File: src/rtl/nibble_seq_pkg.sv
// Shared types and constants for the nibble-serial add/subtract sequencer.
package nibble_seq_pkg;

  localparam int NIBBLE_W = 4;

  typedef enum logic [1:0] {
    ST_IDLE = 2'd0,
    ST_RUN  = 2'd1,
    ST_DONE = 2'd2
  } state_e;

  // Width of the nibble index counter, never narrower than one bit.
  function automatic int idx_width(input int nibbles);
    return (nibbles <= 1) ? 1 : $clog2(nibbles);
  endfunction

endpackage

File: src/rtl/nibble_addsub.sv
// Combinational 4-bit ripple adder slice; also exposes the carry into the top bit.
module nibble_addsub
  import nibble_seq_pkg::*;
(
  input  logic [NIBBLE_W-1:0] x,
  input  logic [NIBBLE_W-1:0] y,
  input  logic                cin,
  output logic [NIBBLE_W-1:0] s,
  output logic                cout,
  output logic                c3
);

  logic [NIBBLE_W:0] c;

  assign c[0] = cin;

  for (genvar i = 0; i < NIBBLE_W; i++) begin : g_bit
    assign s[i]   = x[i] ^ y[i] ^ c[i];
    assign c[i+1] = (x[i] & y[i]) | (c[i] & (x[i] ^ y[i]));
  end

  assign cout = c[NIBBLE_W];
  assign c3   = c[NIBBLE_W-1];

endmodule

File: src/rtl/nibble_seq_addsub.sv
// Wide add/subtract computed one nibble per clock through a single shared slice.
module nibble_seq_addsub
  import nibble_seq_pkg::*;
#(
  parameter int NIBBLES = 4
) (
  input  logic                        clk,
  input  logic                        rst_n,
  input  logic                        start,
  input  logic                        sub,
  input  logic [NIBBLE_W*NIBBLES-1:0] a,
  input  logic [NIBBLE_W*NIBBLES-1:0] b,
  output logic                        busy,
  output logic                        done,
  output logic [NIBBLE_W*NIBBLES-1:0] result,
  output logic                        carry,
  output logic                        v,
  output state_e                      dbg_state
);

  // Handshake: start is taken on any edge where busy=0 (IDLE or DONE);
  // busy then stays high for exactly NIBBLES cycles, and done pulses for
  // one cycle when result/carry/v become valid. start while busy is dropped.

  localparam int W     = NIBBLE_W * NIBBLES;
  localparam int IDX_W = idx_width(NIBBLES);
  localparam logic [IDX_W-1:0] LAST = IDX_W'(NIBBLES - 1);

  state_e              state;
  logic [IDX_W-1:0]    idx;
  logic                creg;
  logic                sub_q;
  logic [W-1:0]        a_q;
  logic [W-1:0]        b_q;
  logic [W-1:0]        shreg;

  logic [NIBBLE_W-1:0] slice_s;
  logic                slice_cout;
  logic                slice_c3;

  // Operands are shifted right each step, so the active nibble is always at the bottom.
  nibble_addsub u_slice (
    .x    (a_q[NIBBLE_W-1:0]),
    .y    (b_q[NIBBLE_W-1:0] ^ {NIBBLE_W{sub_q}}),
    .cin  (creg),
    .s    (slice_s),
    .cout (slice_cout),
    .c3   (slice_c3)
  );

  always_ff @(posedge clk or negedge rst_n) begin
    if (!rst_n) begin
      state  <= ST_IDLE;
      idx    <= '0;
      creg   <= 1'b0;
      sub_q  <= 1'b0;
      a_q    <= '0;
      b_q    <= '0;
      shreg  <= '0;
      busy   <= 1'b0;
      done   <= 1'b0;
      result <= '0;
      carry  <= 1'b0;
      v      <= 1'b0;
    end else begin
      case (state)
        ST_IDLE, ST_DONE: begin
          done <= 1'b0;
          if (start) begin
            a_q   <= a;
            b_q   <= b;
            sub_q <= sub;
            idx   <= '0;
            creg  <= sub;
            shreg <= '0;
            busy  <= 1'b1;
            state <= ST_RUN;
          end else begin
            state <= ST_IDLE;
          end
        end
        ST_RUN: begin
          a_q   <= {{NIBBLE_W{1'b0}}, a_q[W-1:NIBBLE_W]};
          b_q   <= {{NIBBLE_W{1'b0}}, b_q[W-1:NIBBLE_W]};
          // Sum nibbles enter at the top; after NIBBLES shifts nibble 0 sits at the LSB.
          shreg <= {slice_s, shreg[W-1:NIBBLE_W]};
          creg  <= slice_cout;
          idx   <= idx + 1'b1;
          if (idx == LAST) begin
            result <= {slice_s, shreg[W-1:NIBBLE_W]};
            carry  <= slice_cout;
            v      <= slice_c3 ^ slice_cout;
            idx    <= '0;
            busy   <= 1'b0;
            done   <= 1'b1;
            state  <= ST_DONE;
          end
        end
        default: begin
          busy  <= 1'b0;
          done  <= 1'b0;
          state <= ST_IDLE;
        end
      endcase
    end
  end

  assign dbg_state = state;

endmodule
File: config.mk
export PLATFORM = sky130hd
export DESIGN_NAME = nibble_seq_addsub
export DESIGN_NICKNAME = d
export VERILOG_FILES = /design/src/rtl/nibble_seq_pkg.sv /design/src/rtl/nibble_addsub.sv /design/src/rtl/nibble_seq_addsub.sv
export SDC_FILE = /design/constraint.sdc
export NUM_CORES = 1
export LEC_CHECK = 0
export BUFFER_PORTS_ARGS = -buffer_cell sky130_fd_sc_hd__buf_2
export CORE_ASPECT_RATIO = 1.75
export CORE_MARGIN = 2
export CORE_UTILIZATION = 55
export CTS_CLUSTER_DIAMETER = 150
export DETAILED_ROUTE_END_ITERATION = 10
export GPL_TIMING_DRIVEN = 1
export PLACE_DENSITY = 0.9
export SYNTH_ARGS = -nofsm -noshare
export SYNTH_HDL_FRONTEND = slang
export SYNTH_SLANG_ARGS = --single-unit
File: constraint.sdc
create_clock -name clk -period 2.89 [get_ports clk]
set_input_delay 0.289 -clock clk [delete_from_list [all_inputs] [get_ports clk]]
set_output_delay 0.289 -clock clk [all_outputs]
set_load 0.03 [all_outputs]
==> metrics.md <==
| Metric | Value |
|---|---|
| Critical Path Fanout Max | 5 |
| Clock Pin Slew Worst Setup and Hold Paths | ~0.07 ns |
| CP Capture Type | flip-flop |
| Layout fillers | between 400 and 500 |
| Antenna diodes | 0 |
| Hpwl dp | 4670 microns |
| Post-CTS setup buffers | 0 |
| Nets | ~360 |
| TritonCTS Buffers | 9 |
| Via count | 2284 |
| Setup CP Type | reg2reg |
| Outcome | complete, no violations |
| Leakage | between 1.5 and 2 nW |
| Gates resized, CTS repair | 0 |
| Avg WL per Cell | between 15 and 20 microns |
| Net Sw Frac | approximately two fifths |
| Part of the power in registers | 38.2% |
| Layout Utilization | 64.1% |
| Worst R2R Start | sub_q |
| Switching power total | ~0.0019 W |
| Layout cell share with drive strength beyond 1 | 25.7% |
| Global-route wire length before repair | about 11000 microns |
| Fin. max-slew vios | 0 |
| Syn Inst Count | about 270 |
| Clock share of power | between 10% and 20% |
| IO buf count | 57 |
| Max cap viols | 0 |
| Syn_area_per_cell | ~12 sq um |
| Netlist Area Pre-Place | between 3000 and 4000 sq um |
| Tightest Pin Transition | 0.757 ns |
| RSZ-0062 raised after global routing | false |
| Drt first pass iters | 4 |
| CORE AREA | slightly below 6000 sq um |
| Fin crit period | around 2.7 ns |
| DRC | 0 |
| Row cnt | 37 |
| CP startpoint kind | flip-flop |
| Worst Skew | between 0.006 and 0.007 ns |
| Power Internal | 0.00274 W |
| Synthesized flop and latch total | 69 |
| Total negative slack | 0 ns |
| Final ANT Viol Nets | 0 |
| Comb power frac | 43.5% |
| Clock buffer depth | 2 |
| Top_reg_cell synth | dfrtp_1 |
| Worst-skew pair later-pin latency | 0.35 ns |
| Area Overhead vs Synth | 14.7% |
| Critical Path Source | sub_q |
| Antenna violations before repair | 0 |
| Worst EP arrival | 2.91 ns |
| GRT Util Overall | 23.2% |
| DIE AREA | roughly 6500 sq um |
| CP required | 3.13 ns |
| Io pins | between 50 and 60 |
| Synthesized Nets | just over 300 |
| Die width | 62.0 microns |
| Yosys warning count | 0 |
| HP Class | in2reg |
| Fin crit share | 92.6% |
| Largest net degree at the start of global routing | 37 |
| Final Worst Setup Slack | approximately 0.22 ns |
| H-tree levels | 3 |
| Clock sinks | 69 |
| Post-synthesis cell type count | 35 |
| Fmax | 0.374 GHz |
| Number of synthesized flops with an enable pin | 0 |
| Max-slew headroom | roughly 50% |
| Maximum vdd drop | approximately 0.00068 V |
| Post-synth ARST share | 100% |
| Starting Density | a little under three fifths |
| Final setup fails | 0 |
| Hold Crit Start | b[10] |
| Final Hold Viols | 0 |
| Clock Tree Root | clkbuf_8 |
| PD cells | approximately 1200 nW/um^2 |
| Register area share after synthesis | between 50% and 60% |
| Grt ovf | 0 |
| RD Place Congestion | just over 0.8 |
| CTS tree | yes |
| Starting DRT DRC Count | between 80 and 90 |
| Chip height | 105 microns |
| Placement Setup Slack | about 0.23 ns |
| Vias in the first global route | 2270 |
| Vias per cell | 5.64 |
| Final WL | 6650 microns |
## cells by family after synthesis
kind of cell | count (synthesis) | share of synthesized area [%]
flip-flops | 69 | 53.4
AO/OA/AOI/OAI | 65 | 13.8
AND/OR/NAND/NOR | 60 | 10.0
multiplexers | 38 | 12.5
buffers and inverters | 27 | 6.04
XOR/XNOR | 5 | 1.35
adder cells (fa/ha/maj) | 5 | 2.86
## metal layers
layer | vias to the layer above | routed length [microns] | GRT usage (%)
li1 | 1060 | - | -
met1 | 1134 | 2510 | 27.1
met2 | 68 | 3520 | 36.7
met3 | 22 | 288 | 5.15
met4 | 0 | 332 | 14.3
met5 | - | 0 | 0
## power by group through the flow
stage,Combinational (W),Sequential [W],Clock [W]
after CTS,0.00201,0.00176,0.000856
final,0.00200,0.00175,0.000844
after floorplan,0.00139,0.00191,0
after global placement,0.00189,0.00175,0
after detailed placement,0.00199,0.00177,0
after global routing,0.00220,0.00182,0.000900
## cell usage in the layout, fill, tap and decap left out
cell           netlist  final
a211oi_1            13     13
a21oi_1             13     13
a221o_1              1      1
a22o_1              14     14
a22oi_1              7      7
and2_1               1      1
and3b_1              1      1
buf_2                8     57
buf_4                4      6
bufinv_16            0      2
clkbuf_1             2      1
clkbuf_8             0      9
clkinv_2             0      1
clkinvlp_4           0      3
dfrtp_1             69     69
dlygate4sd3_1        0      1
fa_1                 4      4
ha_1                 1      1
inv_1                5      5
mux2_1              17     17
mux2_2               3      3
mux2i_1             18     18
nand2_1             20     20
nand2b_1             2      2
nand3_1              7      7
nand3b_1             1      1
nand3b_4             1      1
nor2_1               7      7
nor2_4               1      1
nor2b_1             14     14
nor2b_4              1      1
nor3_1               4      4
o21ai_0              5      5
o21ai_1              6      6
o22ai_1              4      4
o2bb2ai_1            2      2
xnor2_1              2      2
xor2_1               3      3
## per-stage QoR
step	instances	cell area (sq um)	hold WS (ns)	total power, W
floorplan	269	3230	-0.00659	0.00330
global route	405	3710	0.150	0.00492
CTS	405	3710	0.143	0.00462
finish	405	3710	0.153	0.00459
global placement	388	3480	0.330	0.00363
detailed placement	388	3480	0.331	0.00376
## state kept, by name, summed over array words and instances, names as in the netlist, 2 cells and up
register	flops
b_q	16
a_q	16
shreg	12
result	16
idx	2
## worst paths after layout
path / end / slack (ns) / cells after the start
worst max-delay path: result[15] / 0.22 / 8
worst max register to register: result[15] / 0.22 / 8
worst min-delay path: b_q[10] / 0.15 / 3
max in group asynchronous: a_q[6] / 1.69 / 3
min in group asynchronous: shreg[14] / 0.48 / 2
worst min register to register: result[4] / 0.49 / 1
## Yosys cell counts (2+ instances only)
cell	number	area, sq um
inv_1	5	18.8
dfrtp_1	69	1730
a22o_1	14	123
a22oi_1	7	52.6
mux2_1	17	191
o22ai_1	4	25.0
buf_4	4	30.0
o21ai_0	5	25.0
nand2_1	20	75.1
o21ai_1	6	30.0
xor2_1	3	26.3
nand3_1	7	35.0
nand2b_1	2	12.5
clkbuf_1	2	7.51
buf_6	7	78.8
xnor2_1	2	17.5
nor2_1	7	26.3
mux2i_1	18	180
buf_2	8	40.0
nor3_1	4	20.0
fa_1	4	80.1
mux2_2	3	33.8
nor2b_1	14	87.6
a211oi_1	13	97.6
o2bb2ai_1	2	17.5
a21oi_1	13	65.1
## critical path, cell delays in order, from the launching register on
cell	delay, ns
dfrtp_1	0.45
xor2_1	0.23
fa_1	0.19
inv_1	0.05
fa_1	0.40
fa_1	0.43
inv_1	0.09
fa_1	0.43
mux2_2	0.28
## final cells by class
class | count | area (sq um) | share of cell area [%]
Sequential cell | 69 | 1730 | 46.5
Multi-Input combinational cell | 173 | 1310 | 35.3
Timing Repair Buffer | 64 | 340 | 9.17
Clock buffer | 10 | 128 | 3.44
Tap cell | 78 | 97.6 | 2.63
Clock inverter | 6 | 87.6 | 2.36
Inverter | 5 | 18.8 | 0.506
## repair_timing
| item | CTS | global route |
|---|---|---|
| hold buffers | 1 | 0 |
| setup endpoints to repair | 0 | 0 |
| hold endpoints to repair | 27 | 0 |
(Power assumes the default switching activity.)
